File: src/rtl/fetch_unit_if.sv
// Fetch-stage bus bundle: instruction-memory req/ack channel, redirect input and decode valid/ready output.
// master = fetch unit side, slave = memory/decode/branch side.
interface fetch_unit_if #(
  parameter int unsigned ADDR_W = 32,
  parameter int unsigned DATA_W = 32
);
  logic              imem_req;
  logic [ADDR_W-1:0] imem_addr;
  logic              imem_ack;
  logic [DATA_W-1:0] imem_rdata;
  logic              redirect_valid;
  logic [ADDR_W-1:0] redirect_pc;
  logic              out_valid;
  logic              out_ready;
  logic [ADDR_W-1:0] out_pc;
  logic [DATA_W-1:0] out_instr;

  modport master (
    output imem_req, imem_addr, out_valid, out_pc, out_instr,
    input  imem_ack, imem_rdata, redirect_valid, redirect_pc, out_ready
  );

  modport slave (
    input  imem_req, imem_addr, out_valid, out_pc, out_instr,
    output imem_ack, imem_rdata, redirect_valid, redirect_pc, out_ready
  );
endinterface

File: src/rtl/fetch_unit.sv
// Instruction fetch stage: PC, single-outstanding imem request FSM, FWFT {pc, instr} FIFO, redirect/flush.
// Optional macro FETCH_STATS_EN adds stat_fetched / stat_flushed counters.
module fetch_unit #(
  parameter int unsigned       ADDR_W   = 32,
  parameter int unsigned       DATA_W   = 32,
  parameter logic [ADDR_W-1:0] RESET_PC = {ADDR_W{1'b0}},
  parameter int unsigned       PC_STEP  = 4,
  parameter int unsigned       DEPTH    = 2
) (
  input  logic         clk,
  input  logic         rst,
  fetch_unit_if.master bus
`ifdef FETCH_STATS_EN
  ,
  output logic [31:0]  stat_fetched,
  output logic [31:0]  stat_flushed
`endif
);

  localparam int unsigned PTR_W = $clog2(DEPTH);
  localparam int unsigned CNT_W = PTR_W + 1;

  typedef enum logic [1:0] {
    IDLE = 2'd0,
    BUSY = 2'd1,
    DROP = 2'd2
  } state_t;

  state_t            state_r;
  logic [ADDR_W-1:0] pc_r;
  logic              imem_req_r;
  logic [ADDR_W-1:0] imem_addr_r;

  logic [ADDR_W-1:0] fifo_pc_r    [DEPTH];
  logic [DATA_W-1:0] fifo_instr_r [DEPTH];
  logic [PTR_W-1:0]  wr_ptr_r;
  logic [PTR_W-1:0]  rd_ptr_r;
  logic [CNT_W-1:0]  count_r;
  logic              out_valid_r;

  logic              ack_s;
  logic              pop_s;
  logic              push_s;
  logic              discard_s;
  logic [CNT_W-1:0]  count_next_s;
  logic [ADDR_W-1:0] new_pc_s;
  logic [ADDR_W-1:0] pc_inc_s;

  // Handshake qualifiers and next FIFO occupancy.
  always_comb begin
    ack_s     = imem_req_r & bus.imem_ack;
    pop_s     = out_valid_r & bus.out_ready;
    push_s    = ack_s & (state_r == BUSY) & ~bus.redirect_valid;
    discard_s = ack_s & ((state_r == DROP) | bus.redirect_valid);
    new_pc_s  = bus.redirect_pc & {{(ADDR_W-2){1'b1}}, 2'b00};
    pc_inc_s  = pc_r + ADDR_W'(PC_STEP);
    if (bus.redirect_valid) begin
      count_next_s = {CNT_W{1'b0}};
    end else begin
      count_next_s = count_r + CNT_W'(push_s) - CNT_W'(pop_s);
    end
  end

  // Request FSM: PC, imem_req and imem_addr are all registered here.
  always_ff @(posedge clk) begin
    if (rst) begin
      state_r     <= IDLE;
      pc_r        <= RESET_PC;
      imem_req_r  <= 1'b0;
      imem_addr_r <= RESET_PC;
    end else if (bus.redirect_valid) begin
      pc_r <= new_pc_s;
      case (state_r)
        IDLE: begin
          state_r     <= BUSY;
          imem_req_r  <= 1'b1;
          imem_addr_r <= new_pc_s;
        end
        BUSY: begin
          if (ack_s) begin
            imem_addr_r <= new_pc_s;
          end else begin
            // Stale request must complete at its original address before the new one goes out.
            state_r <= DROP;
          end
        end
        DROP: begin
          state_r <= DROP;
        end
        default: begin
          state_r    <= IDLE;
          imem_req_r <= 1'b0;
        end
      endcase
    end else begin
      case (state_r)
        IDLE: begin
          if (count_r < CNT_W'(DEPTH)) begin
            state_r     <= BUSY;
            imem_req_r  <= 1'b1;
            imem_addr_r <= pc_r;
          end else begin
            imem_req_r <= 1'b0;
          end
        end
        BUSY: begin
          if (ack_s) begin
            pc_r <= pc_inc_s;
            if (count_next_s < CNT_W'(DEPTH)) begin
              imem_addr_r <= pc_inc_s;
            end else begin
              state_r    <= IDLE;
              imem_req_r <= 1'b0;
            end
          end else begin
            state_r <= BUSY;
          end
        end
        DROP: begin
          if (ack_s) begin
            state_r     <= BUSY;
            imem_addr_r <= pc_r;
          end else begin
            state_r <= DROP;
          end
        end
        default: begin
          state_r    <= IDLE;
          imem_req_r <= 1'b0;
        end
      endcase
    end
  end

  // FIFO pointers, occupancy and valid flag; redirect flushes everything.
  always_ff @(posedge clk) begin
    if (rst) begin
      wr_ptr_r    <= {PTR_W{1'b0}};
      rd_ptr_r    <= {PTR_W{1'b0}};
      count_r     <= {CNT_W{1'b0}};
      out_valid_r <= 1'b0;
    end else if (bus.redirect_valid) begin
      wr_ptr_r    <= {PTR_W{1'b0}};
      rd_ptr_r    <= {PTR_W{1'b0}};
      count_r     <= {CNT_W{1'b0}};
      out_valid_r <= 1'b0;
    end else begin
      if (push_s) begin
        wr_ptr_r <= wr_ptr_r + PTR_W'(1'b1);
      end else begin
        wr_ptr_r <= wr_ptr_r;
      end
      if (pop_s) begin
        rd_ptr_r <= rd_ptr_r + PTR_W'(1'b1);
      end else begin
        rd_ptr_r <= rd_ptr_r;
      end
      count_r     <= count_next_s;
      out_valid_r <= (count_next_s != {CNT_W{1'b0}});
    end
  end

  // FIFO storage; contents are only observable through out_valid, so no reset is needed.
  always_ff @(posedge clk) begin
    if (push_s) begin
      fifo_pc_r[wr_ptr_r]    <= pc_r;
      fifo_instr_r[wr_ptr_r] <= bus.imem_rdata;
    end
  end

  assign bus.imem_req  = imem_req_r;
  assign bus.imem_addr = imem_addr_r;
  assign bus.out_valid = out_valid_r;
  assign bus.out_pc    = out_valid_r ? fifo_pc_r[rd_ptr_r]    : {ADDR_W{1'b0}};
  assign bus.out_instr = out_valid_r ? fifo_instr_r[rd_ptr_r] : {DATA_W{1'b0}};

`ifdef FETCH_STATS_EN
  logic [31:0] stat_fetched_r;
  logic [31:0] stat_flushed_r;

  // Push and flush event counters; a redirect that also discards a response counts twice.
  always_ff @(posedge clk) begin
    if (rst) begin
      stat_fetched_r <= 32'd0;
      stat_flushed_r <= 32'd0;
    end else begin
      stat_fetched_r <= stat_fetched_r + {31'd0, push_s};
      stat_flushed_r <= stat_flushed_r + {31'd0, bus.redirect_valid} + {31'd0, discard_s};
    end
  end

  assign stat_fetched = stat_fetched_r;
  assign stat_flushed = stat_flushed_r;
`endif

endmodule
File: src/flat_wrapper.sv
// flat-port wrapper written by rule: the top's interface ports become plain ports
module fetch_unit_flat 
#(
  parameter int unsigned       ADDR_W   = 32,
  parameter int unsigned       DATA_W   = 32,
  parameter logic [ADDR_W-1:0] RESET_PC = {ADDR_W{1'b0}},
  parameter int unsigned       PC_STEP  = 4,
  parameter int unsigned       DEPTH    = 2
)
  (clk, rst, bus_imem_req, bus_imem_addr, bus_out_valid, bus_out_pc, bus_out_instr, bus_imem_ack, bus_imem_rdata, bus_redirect_valid, bus_redirect_pc, bus_out_ready);
  fetch_unit_if #(.ADDR_W(ADDR_W), .DATA_W(DATA_W)) bus_i ();
  input  logic clk;
  input  logic rst;
  output wire logic [$bits(bus_i.imem_req)-1:0] bus_imem_req;
  output wire logic [$bits(bus_i.imem_addr)-1:0] bus_imem_addr;
  output wire logic [$bits(bus_i.out_valid)-1:0] bus_out_valid;
  output wire logic [$bits(bus_i.out_pc)-1:0] bus_out_pc;
  output wire logic [$bits(bus_i.out_instr)-1:0] bus_out_instr;
  input wire logic [$bits(bus_i.imem_ack)-1:0] bus_imem_ack;
  input wire logic [$bits(bus_i.imem_rdata)-1:0] bus_imem_rdata;
  input wire logic [$bits(bus_i.redirect_valid)-1:0] bus_redirect_valid;
  input wire logic [$bits(bus_i.redirect_pc)-1:0] bus_redirect_pc;
  input wire logic [$bits(bus_i.out_ready)-1:0] bus_out_ready;
  assign bus_imem_req = bus_i.imem_req;
  assign bus_imem_addr = bus_i.imem_addr;
  assign bus_out_valid = bus_i.out_valid;
  assign bus_out_pc = bus_i.out_pc;
  assign bus_out_instr = bus_i.out_instr;
  assign bus_i.imem_ack = bus_imem_ack;
  assign bus_i.imem_rdata = bus_imem_rdata;
  assign bus_i.redirect_valid = bus_redirect_valid;
  assign bus_i.redirect_pc = bus_redirect_pc;
  assign bus_i.out_ready = bus_out_ready;
  fetch_unit #(.ADDR_W(ADDR_W), .DATA_W(DATA_W), .RESET_PC(RESET_PC), .PC_STEP(PC_STEP), .DEPTH(DEPTH)) u_core (.clk(clk), .rst(rst), .bus(bus_i));
endmodule
File: config.mk
export PLATFORM = sky130hd
export DESIGN_NAME = fetch_unit_flat
export DESIGN_NICKNAME = d
export VERILOG_FILES = /design/src/rtl/fetch_unit_if.sv /design/src/rtl/fetch_unit.sv /design/src/flat_wrapper.sv
export SDC_FILE = /design/constraint.sdc
export NUM_CORES = 1
export LEC_CHECK = 0
export ABC_AREA = 1
export CAP_MARGIN = 20
export CORE_ASPECT_RATIO = 0.6
export CORE_MARGIN = 2
export CORE_UTILIZATION = 57
export DETAILED_ROUTE_END_ITERATION = 8
export HOLD_SLACK_MARGIN = 0.03
export PLACE_DENSITY_LB_ADDON = 0.12
export SYNTH_ARGS = -nofsm -noshare
export SYNTH_HDL_FRONTEND = slang
export SYNTH_SLANG_ARGS = --single-unit
File: constraint.sdc
create_clock -name clk -period 7.2 [get_ports clk]
set_input_delay 1.08 -clock clk [delete_from_list [all_inputs] [get_ports clk]]
set_output_delay 1.08 -clock clk [all_outputs]
set_load 0.03 [all_outputs]
==> flow_summary.html <==
<table>
<tr><th>Metric</th><th>Value</th></tr>
<tr><th colspan="2">Routing</th></tr>
<tr><td>Antenna Nets Post-Route</td><td>0</td></tr>
<tr><td>WL/cell</td><td>about 16 um</td></tr>
<tr><td>Initial DRC Count</td><td>approximately 770</td></tr>
<tr><td>Detailed-routing iteration count for the pre-antenna-repair pass</td><td>5</td></tr>
<tr><td>Average via count per standard cell</td><td>5.37</td></tr>
<tr><td>Routed via count</td><td>between 7000 and 8000</td></tr>
<tr><td>Drc violations</td><td>0</td></tr>
<tr><td>Wire length after detailed routing</td><td>around 23000 um</td></tr>
<tr><th colspan="2">Global routing</th></tr>
<tr><td>Wire length of the first global-routing pass</td><td>between 30000 and 40000 um</td></tr>
<tr><td>Vias in the first global route</td><td>between 6000 and 7000</td></tr>
<tr><td>Initial antenna violation count</td><td>0</td></tr>
<tr><td>Final global-route overflow total</td><td>0</td></tr>
<tr><td>Largest net degree at the start of global routing</td><td>65</td></tr>
<tr><td>Global-route total usage across every layer</td><td>about 28%</td></tr>
<tr><th colspan="2">Floorplanning</th></tr>
<tr><td>Std-Cell Rows</td><td>35</td></tr>
<tr><td>Starting density of the core</td><td>between 50% and 60%</td></tr>
<tr><td># IOs</td><td>167</td></tr>
<tr><td>Horizontal die dimension</td><td>roughly 170 um</td></tr>
<tr><td>Floorplan Core Area</td><td>15400 um^2</td></tr>
<tr><td>Die area</td><td>~17000 um^2</td></tr>
<tr><td>Height of the die</td><td>between 100 and 150 um</td></tr>
<tr><th colspan="2">Logic synthesis</th></tr>
<tr><td>Post-synthesis mux area share</td><td>0%</td></tr>
<tr><td>Cell taking the most area after synthesis</td><td>edfxtp_1</td></tr>
<tr><td>Total of flip-flops plus latches after synthesis</td><td>~190</td></tr>
<tr><td>Simple-gate share of the synthesized area</td><td>between 20% and 30%</td></tr>
<tr><td>Adder-cell share of the synthesized area</td><td>0.974%</td></tr>
<tr><td>Main combinational cell family by area after synthesis</td><td>simple AND/OR/NAND/NOR gates</td></tr>
<tr><td>Sequential element share of the synthesized area</td><td>between 50% and 60%</td></tr>
<tr><td>Per-instance average area after synthesis</td><td>roughly 8.4 um^2</td></tr>
<tr><td>Syn. warnings</td><td>0</td></tr>
<tr><td>Synth Instances</td><td>approximately 1100</td></tr>
<tr><td>Count of unique library cells instantiated by Yosys</td><td>35</td></tr>
<tr><td>Cell with the most instances after synthesis</td><td>nand2_1</td></tr>
<tr><td>Area fraction in compound gates after synthesis</td><td>approximately a tenth</td></tr>
<tr><td>Number of flops mapped to enable cells by yosys</td><td>124</td></tr>
<tr><td>Ranking of synthesized cells by instance count</td><td>nand2_1 (255), nor2_1 (237), edfxtp_1 (124), o21ai_0 (88), inv_1 (85)</td></tr>
<tr><td>Leading post-synthesis cells by cell area</td><td>edfxtp_1 (41%), dfxtp_1 (15%), nand2_1 (11%)</td></tr>
<tr><td>Fraction of synthesis flops using an asynchronous set or reset pin</td><td>0%</td></tr>
<tr><td>Xor/xnor cell area share of the yosys netlist</td><td>less than 1%</td></tr>
<tr><td>Cell Area, Synth</td><td>around 9000 um^2</td></tr>
<tr><td>Area share of the largest cell type after synthesis</td><td>41.4%</td></tr>
<tr><td>Most used flip-flop cell after synthesis</td><td>edfxtp_1</td></tr>
<tr><th colspan="2">STA</th></tr>
<tr><td>Max Freq</td><td>around 220 MHz</td></tr>
<tr><td>Final setup viols</td><td>0</td></tr>
<tr><td>Worst Max-Slew Pin Slew</td><td>a little over 1 ns</td></tr>
<tr><td>Smallest hold slack</td><td>0.491 ns</td></tr>
<tr><td>Number of endpoints with negative hold slack in the final report</td><td>0</td></tr>
<tr><td>Final critical delay including setup and external delays</td><td>between 4 and 5 ns</td></tr>
<tr><td>Setup repair after global routing missed its margin</td><td>false</td></tr>
<tr><td>Setup slack of the critical path after layout</td><td>around 2.6 ns</td></tr>
<tr><td>Final Slew Violations</td><td>0</td></tr>
<tr><td>Normalized max-slew margin</td><td>between 30% and 40%</td></tr>
<tr><td>Total negative setup slack</td><td>0 ns</td></tr>
<tr><td>Share of the clock period used by the worst path after layout</td><td>approximately 64%</td></tr>
<tr><td>Final setup skew</td><td>between 0.015 and 0.02 ns</td></tr>
<tr><th colspan="2">Outcome</th></tr>
<tr><td>Run status</td><td>complete, no violations</td></tr>
<tr><th colspan="2">Placed design</th></tr>
<tr><td>Estimated wirelength of the detail-placed design</td><td>15500 um</td></tr>
<tr><td>Port Buf Inserts</td><td>160</td></tr>
<tr><td>Placed standard-cell area</td><td>10700 um^2</td></tr>
<tr><td>Cell count after placement</td><td>between 1000 and 1500</td></tr>
<tr><td>Setup slack after placement</td><td>about 2.3 ns</td></tr>
<tr><td>Gpl congestion</td><td>0.948</td></tr>
<tr><th colspan="2">Critical path</th></tr>
<tr><td>Capturing element type of the critical path</td><td>register</td></tr>
<tr><td>Worst-path cell chain</td><td>clkdlybuf4s50_1 &gt; buf_4 &gt; nor2_4 &gt; inv_2 &gt; nor2_4 &gt; ha_1 &gt; nand3_1 &gt; nand4_2 &gt; nand3_4 &gt; nor2_1 &gt; nor2_1</td></tr>
<tr><td>Maximum fanout encountered on the critical timing path</td><td>51</td></tr>
<tr><td>Element type at the critical path start</td><td>input port</td></tr>
<tr><td>Worst setup slack for register-to-register paths</td><td>about 3.2 ns</td></tr>
<tr><td>Terminus of the critical flop-to-flop path</td><td>u_core.bus.imem_addr[14]</td></tr>
<tr><td>Largest stage delay on the critical path</td><td>about 0.63 ns</td></tr>
<tr><td>Worst R2R Start</td><td>u_core.state_r[1]</td></tr>
<tr><td>Critical setup path kind</td><td>in2reg</td></tr>
<tr><td>Worst path slowest cell</td><td>nor2_4</td></tr>
<tr><td>CP arrival</td><td>roughly 4.9 ns</td></tr>
<tr><td>Reg2reg path depth</td><td>12</td></tr>
<tr><td>Required arrival time at the worst endpoint</td><td>approximately 7.5 ns</td></tr>
<tr><th colspan="2">Min path</th></tr>
<tr><td>Number of cells on the worst hold path</td><td>2</td></tr>
<tr><td>Hold worst-path end</td><td>u_core.bus.imem_addr[3]</td></tr>
<tr><td>Path type of the worst min-delay path</td><td>reg2reg</td></tr>
<tr><td>Startpoint of the worst hold path</td><td>u_core.bus.imem_addr[3]</td></tr>
<tr><th colspan="2">Final layout</th></tr>
<tr><td>Inserted Diodes</td><td>0</td></tr>
<tr><td>Count of placed standard cells in the final layout, fillers left out</td><td>~1400</td></tr>
<tr><td>Final core occ</td><td>between 70% and 80%</td></tr>
<tr><td>Post-layout instance area</td><td>approximately 11000 um^2</td></tr>
<tr><td>Share of cells above drive strength 1</td><td>roughly 5%</td></tr>
<tr><td>Total Nets Final</td><td>~1300</td></tr>
<tr><td>Area Growth Syn to Fin</td><td>25.5%</td></tr>
<tr><td>Filler instances</td><td>1170</td></tr>
<tr><th colspan="2">Power</th></tr>
<tr><td>P_leak</td><td>between 4 and 5 nW</td></tr>
<tr><td>Total power density per cell area</td><td>235 nW/um^2</td></tr>
<tr><td>Sequential group share of total power</td><td>around half</td></tr>
<tr><td>Share of power burned in combinational logic</td><td>roughly 16%</td></tr>
<tr><td>Switching fraction of total power</td><td>between 20% and 30%</td></tr>
<tr><td>Internal power summed over all cells</td><td>1.89 mW</td></tr>
<tr><td>Worst vdd rail ir drop</td><td>approximately 180 uV</td></tr>
<tr><td>Final Total Pwr</td><td>roughly 2.7 mW</td></tr>
<tr><td>NetSw</td><td>~760 uW</td></tr>
<tr><td>Clk network pwr share</td><td>between 30% and 40%</td></tr>
<tr><th colspan="2">CTS</th></tr>
<tr><td>Clock tree from TritonCTS</td><td>built</td></tr>
<tr><td>Post-cts hold buffer count</td><td>0</td></tr>
<tr><td>Post_cts resized</td><td>0</td></tr>
<tr><td>Number of buffers on the longest clock path</td><td>2</td></tr>
<tr><td>Clk slew on worst S/H paths</td><td>around 0.080 ns</td></tr>
<tr><td>Number of buffers inserted by post-CTS setup repair</td><td>0</td></tr>
<tr><td>Skew-Pair Late Insertion Delay</td><td>0.43 ns</td></tr>
<tr><td>Clock sinks</td><td>193</td></tr>
<tr><td>CTS buffer count</td><td>17</td></tr>
<tr><td>Clock root buffer master</td><td>clkbuf_16</td></tr>
<tr><td># H-tree levels</td><td>4</td></tr>
<tr><th colspan="2">Run</th></tr>
<tr><td>Max Cap Viol</td><td>0</td></tr>
</table>
-- area by class of cell --
type | count | area [um^2] | area share [%]
Inverter | 95 | 357 | 3.16
Clock inverter | 14 | 149 | 1.32
Sequential cell | 193 | 5110 | 45.2
Timing Repair Buffer | 167 | 1670 | 14.8
Tap cell | 203 | 254 | 2.25
Multi-Input combinational cell | 741 | 3330 | 29.5
Clock buffer | 18 | 429 | 3.80
-- worst max path at each step --
stage,start,end,cells past startpoint
after global placement,bus_redirect_valid,u_core.bus.imem_addr[8],11
after global routing,bus_redirect_valid,u_core.bus.imem_addr[14],11
final,bus_redirect_valid,u_core.bus.imem_addr[14],11
after floorplan,bus_redirect_valid,u_core.fifo_instr_r[1][0],6
after detailed placement,bus_redirect_valid,u_core.bus.imem_addr[24],13
after CTS,bus_redirect_valid,u_core.bus.imem_addr[24],13
-- worst max-delay path, delay by kind of cell --
family / cells / cell delay, ns
simple gates: 7 / 2.56
buf+inv: 3 / 0.89
fa+ha+maj: 1 / 0.30
-- state kept, by name (all words and copies together), names as in the netlist, named ones only --
register              flops
u_core.count_r            2
u_core.fifo_instr_r      64
u_core.state_r            2
u_core.pc_r              30
u_core.bus.imem_addr     30
u_core.wr_ptr_r           1
u_core.rd_ptr_r           1
u_core.bus.imem_req       1
u_core.bus.out_valid      1
u_core.fifo_pc_r         60
-- power by group through the flow --
| stage | combinational (mW) | sequential, mW | clock, mW |
|---|---|---|---|
| floorplan | 0.211 | 1.35 | 0 |
| global placement | 0.424 | 1.30 | 0 |
| detailed placement | 0.430 | 1.30 | 0 |
| CTS | 0.433 | 1.27 | 0.944 |
| global route | 0.477 | 1.28 | 0.991 |
| finish | 0.436 | 1.28 | 0.937 |
-- layout by cell type, fill, tap and decap left out, drive strengths merged --
master           n
nand2          258
nor2           240
clkdlybuf4s50  160
edfxtp         124
o21ai          100
inv             97
dfxtp           69
a21oi           40
nand3           40
clkbuf          18
a21boi          12
a31oi           12
nand4           12
ha               7
buf              7
clkinvlp         6
xor2             5
clkinv           5
conb             4
xnor2            3
o211ai           3
o21bai           2
o22ai            1
o221ai           1
a211oi           1
bufinv           1
-- kinds of logic (layout without fill, tap and decap cells) --
family                     count (synthesis)  count (layout)
xor gates and xnor gates                   8               8
other                                      1               4
and+or+nand+nor                          550             550
DFF                                      193             193
AOI/OAI and AO/OA                        172             172
adders and majority gates                  7               7
buffers and inverters                    145             294
-- routing by layer --
metal	GRT usage [%]	wire, um
met4	6.89	235
met3	6.33	2590
met5	0	0
met2	41.9	9700
met1	41.7	10600
Note: power is estimated with default switching activity, not from simulation.
==> RTL edit 1 (same settings) <==
`ADDR_W` is set to 32 in 3 places; all go to 64.
--- a/src/rtl/fetch_unit_if.sv
+++ b/src/rtl/fetch_unit_if.sv
@@ -2,5 +2,5 @@
 // master = fetch unit side, slave = memory/decode/branch side.
 interface fetch_unit_if #(
-  parameter int unsigned ADDR_W = 32,
+  parameter int unsigned ADDR_W = 64,
   parameter int unsigned DATA_W = 32
 );
--- a/src/rtl/fetch_unit.sv
+++ b/src/rtl/fetch_unit.sv
@@ -2,5 +2,5 @@
 // Optional macro FETCH_STATS_EN adds stat_fetched / stat_flushed counters.
 module fetch_unit #(
-  parameter int unsigned       ADDR_W   = 32,
+  parameter int unsigned       ADDR_W   = 64,
   parameter int unsigned       DATA_W   = 32,
   parameter logic [ADDR_W-1:0] RESET_PC = {ADDR_W{1'b0}},
--- a/src/flat_wrapper.sv
+++ b/src/flat_wrapper.sv
@@ -2,5 +2,5 @@
 module fetch_unit_flat 
 #(
-  parameter int unsigned       ADDR_W   = 32,
+  parameter int unsigned       ADDR_W   = 64,
   parameter int unsigned       DATA_W   = 32,
   parameter logic [ADDR_W-1:0] RESET_PC = {ADDR_W{1'b0}},
Ports: changed (resized bus_imem_addr, bus_out_pc and bus_redirect_pc); port bits go from 167 to 263. No check against the original RTL was run, so the function may have changed too.
==> RTL edit 1 against the original RTL <==
Area after synthesis is 75% higher; wire length is 120% higher; design area is 72% higher; final cell count is 77% higher; sequential cell count is 128 higher; highest routed layer unchanged; die area is 72% higher; total power is 77% higher; register-to-register slack better by 0.52 ns; critical path depth is 7 lower; global-route usage is 7.7 points higher; worst setup slack better by 0.36 ns.
==> RTL edit 1: results (changes against the original RTL) <==
status finished clean (unchanged); leakage power 7.47 nW (was 4.33 nW); Synth async-reset ratio 0 (unchanged); synthesis warning total 0 (unchanged); hold_ws 0.480 ns (was 0.491 ns); vias in the first global route 13.2k (was 6862); CTS H-tree lvls 1 (was 4); Post-CTS Setup Repair Bufs 0 (unchanged); layout cells sized above 1 0.0567 (was 0.0497); Root Buffer clkbuf_16 (unchanged); dpl cells 2481 (was 1398); ys flop type edfxtp_1 (unchanged); Crit-path slowest cell dfxtp_2 (was nor2_4); Max clock buf depth 3 (was 2); post-DP HPWL 36100 µm (was 15500 µm); top flop regs u_core.fifo_pc_r (124), u_core.fifo_instr_r (64) (was u_core.fifo_instr_r (64), u_core.fifo_pc_r (60)); skew final 0.0142 ns (was 0.0166 ns); drt first-iter violations 1835 (was 772); Hold Path Class reg -> reg (unchanged); CTS buffer count 29 (was 17); number of enable flip-flop cells after synthesis 188 (was 124); worst-margin pin slew 1.06 ns (was 1.02 ns); worst slack at placement 2.64 ns (was 2.30 ns); register area share after synthesis 0.529 (was 0.567); fill count 2121 (was 1170); average cell area after synthesis 8.08 µm² (was 8.36 µm²); Global Route Usage Sum 0.356 (was 0.280); CP max FO 56 (was 51); nets@finish 2253 (was 1291); worst skew pair latency 0.57 ns (was 0.43 ns); largest net degree at the start of global routing 95 (was 65); first-pass GRT wire length 78300 µm (was 36300 µm); initial antenna violation count 0 (unchanged); PortBufs 256 (was 160); Post-synth top cells 447 x nand2_1, 376 x nor2_1, 188 x edfxtp_1 (was 255 x nand2_1, 237 x nor2_1, 124 x edfxtp_1); Critical Path AT 3.13 ns (was 4.90 ns); switch share 0.301 (was 0.288); global placer's final weighted congestion 0.958 (was 0.948); CP top delay family buffers and inverters (was simple AND/OR/NAND/NOR gates); WL per Instance 20.5 µm (was 16.2 µm); Unique masters post-synth 40 (was 35); DRT Pass-1 Iters 5 (unchanged); Cell Area, Placed 0.0184 mm² (was 0.0107 mm²); synth top area cells edfxtp_1 36%, dfxtp_1 17%, nand2_1 11%, nor2_1 9.0%, o21ai_0 5.6% (was edfxtp_1 41%, dfxtp_1 15%, nand2_1 11%, nor2_1 9.9%, o21ai_0 4.9%); Post-Route WL 51900 µm (was 23200 µm); worst vdd ir 218 µV (was 176 µV); CP peak stage delay 0.79 ns (was 0.63 ns); antenna diode count 0 (unchanged); via count 14.7k (was 7678)
## RTL edit 1: final timing paths
| check | startpoint | endpoint | slack, ns | cells past startpoint |
|---|---|---|---|---|
| setup / recovery | u_core.bus.out_valid | bus_out_pc[26] | 2.99 | 4 |
| hold / removal | u_core.bus.imem_addr[6] | u_core.bus.imem_addr[6] | 0.48 | 2 |
| setup reg to reg | u_core.bus.out_valid | u_core.bus.imem_addr[47] | 3.69 | 15 |
| hold reg to reg | u_core.bus.imem_addr[6] | u_core.bus.imem_addr[6] | 0.48 | 2 |
## RTL edit 1: metal layers
metal  GRT usage  wire length [µm]
met5           0                 0
met1       0.586             23500
met3      0.0899              7410
met2       0.471             20200
met4      0.0544               746
## RTL edit 1: cells by family after synthesis
kind of cell             after synthesis  synth area share
AO/OA/AOI/OAI                        415             0.141
XOR/XNOR                              28            0.0156
adder cells (fa/ha/maj)                7           0.00558
buffers and inverters                245            0.0642
flip-flops                           321             0.529
other                                  1          0.000239
AND/OR/NAND/NOR                      926             0.244
## RTL edit 1: power by group through the flow
stage | logic, mW | registers, mW | clock network [mW]
6_report | 0.906 | 2.17 | 1.62
4_1_cts | 0.892 | 2.16 | 1.62
3_3_place_gp | 0.867 | 2.19 | 0
5_1_grt | 0.977 | 2.18 | 1.69
3_5_place_dp | 0.887 | 2.19 | 0
2_1_floorplan | 0.419 | 2.30 | 0
## RTL edit 1: cell type report
| type | instances | area (µm²) | area share |
|---|---|---|---|
| repair buffers | 271 | 2710 | 0.140 |
| flip-flops and latches | 321 | 8310 | 0.428 |
| well taps | 367 | 459 | 0.0236 |
| inverters | 142 | 536 | 0.0276 |
| clock buffers | 32 | 747 | 0.0385 |
| clock inverters | 22 | 229 | 0.0118 |
| multi-input cells | 1380 | 6420 | 0.331 |
==> RTL edit 2 (same settings) <==
Made on the original files. Re-encode `state_t` (3 states) as one-hot, 3 bits wide.
--- a/src/rtl/fetch_unit.sv
+++ b/src/rtl/fetch_unit.sv
@@ -21,8 +21,8 @@
   localparam int unsigned CNT_W = PTR_W + 1;
 
-  typedef enum logic [1:0] {
-    IDLE = 2'd0,
-    BUSY = 2'd1,
-    DROP = 2'd2
+  typedef enum logic [2:0] {
+    IDLE = 3'b001,
+    BUSY = 3'b010,
+    DROP = 3'b100
   } state_t;
 
Formal check against the unedited RTL: no difference found for any inputs over 4 cycles, from zero or initial values and one cycle with rst high; so few cycles prove little.
==> RTL edit 2 against the original RTL <==
Total power is 5.8% higher; sequential share of layout area decreased by 0.28 points; worst setup slack improved by 0.21 ns; global-route usage is 0.59 points higher; first-iteration DRC count rose by 1.8%; design area grew 1.0%; non-clock buffer count increased by 2; wire length up 3.3%; synthesized cell count is 3.3% higher; count of clock-buffer cells in the layout stayed put; sequential cell count up 1; highest routed layer unchanged; area after synthesis is 0.76% higher.
==> RTL edit 2: results (changes against the original RTL) <==
Unique masters post-synth 29 (was 35); top flop regs u_core.fifo_instr_r (64), u_core.fifo_pc_r (60) (unchanged); skew final 0.0116 ns (was 0.0166 ns); Cell Area, Placed 0.0108 mm² (was 0.0107 mm²); leakage power 4.43 nW (was 4.33 nW); DRT Pass-1 Iters 7 (was 5); nets@finish 1323 (was 1291); worst slack at placement 2.45 ns (was 2.30 ns); via count 7972 (was 7678); CP max FO 40 (was 51); status finished clean (unchanged); synth top area cells edfxtp_1 41%, dfxtp_1 15%, nor2_1 11%, nand2_1 10%, o21ai_0 6.2% (was edfxtp_1 41%, dfxtp_1 15%, nand2_1 11%, nor2_1 9.9%, o21ai_0 4.9%); Layout Cells excl Fill 1467 (was 1431); worst vdd ir 203 µV (was 176 µV); vias in the first global route 7177 (was 6862); CP peak stage delay 0.45 ns (was 0.63 ns); dpl cells 1433 (was 1398); CP top delay family buffers and inverters (was simple AND/OR/NAND/NOR gates); drt first-iter violations 786 (was 772); post-DP HPWL 16300 µm (was 15500 µm); average cell area after synthesis 8.15 µm² (was 8.36 µm²); Rel. slew slack 0.334 (was 0.321); global placer's final weighted congestion 0.981 (was 0.948); layout cells sized above 1 0.0475 (was 0.0497); WL per Instance 16.3 µm (was 16.2 µm); Synth top area share 0.411 (was 0.414); register area share after synthesis 0.565 (was 0.567)
[RTL edit 2: area by class of cell]
class	instances	share of cell area
flip-flops and latches	194	0.450
well taps	203	0.0223
repair buffers	169	0.149
multi-input cells	766	0.293
clock buffers	18	0.0376
clock inverters	14	0.0144
inverters	103	0.0339
[RTL edit 2: cells by family (layout without fill, tap and decap cells)]
family                     after synthesis  in the layout  synth area share
other                                    1              4          0.000414
AOI/OAI and AO/OA                      170            170            0.0970
adders and majority gates                3              3           0.00414
and+or+nand+nor                        585            585             0.260
DFF                                    194            194             0.565
buffers and inverters                  155            304            0.0690
xor gates and xnor gates                 4              4           0.00387
[RTL edit 2: final timing paths]
| kind | startpoint | end | slack, ns | cells after the start |
|---|---|---|---|---|
| setup / recovery | bus_redirect_valid | u_core.bus.imem_addr[4] | 2.84 | 18 |
| hold / removal | u_core.bus.imem_addr[2] | u_core.bus.imem_addr[2] | 0.50 | 2 |
| setup reg to reg | u_core.state_r[0] | u_core.bus.imem_addr[4] | 3.85 | 18 |
| hold reg to reg | u_core.bus.imem_addr[2] | u_core.bus.imem_addr[2] | 0.50 | 2 |
[RTL edit 2: routing by layer]
layer / routed length, µm / vias to the layer above / GRT usage
li1: - / 3893 / -
met1: 10900 / 3645 / 0.409
met2: 10500 / 393 / 0.447
met3: 2130 / 41 / 0.0598
met4: 403 / 0 / 0.0796
met5: 0 / - / 0
[RTL edit 2: worst min-delay path: stages, from the launching register on]
cell     delay, ns
dfxtp_1       0.32
nor2_1        0.09
nor2_1        0.05
[RTL edit 2: power breakdown]
group          switching, mW  total, mW  internal [mW]
sequential            0.0531       1.30           1.25
combinational          0.348      0.560          0.212
clock                  0.473      0.942          0.469
total                  0.874       2.80           1.93
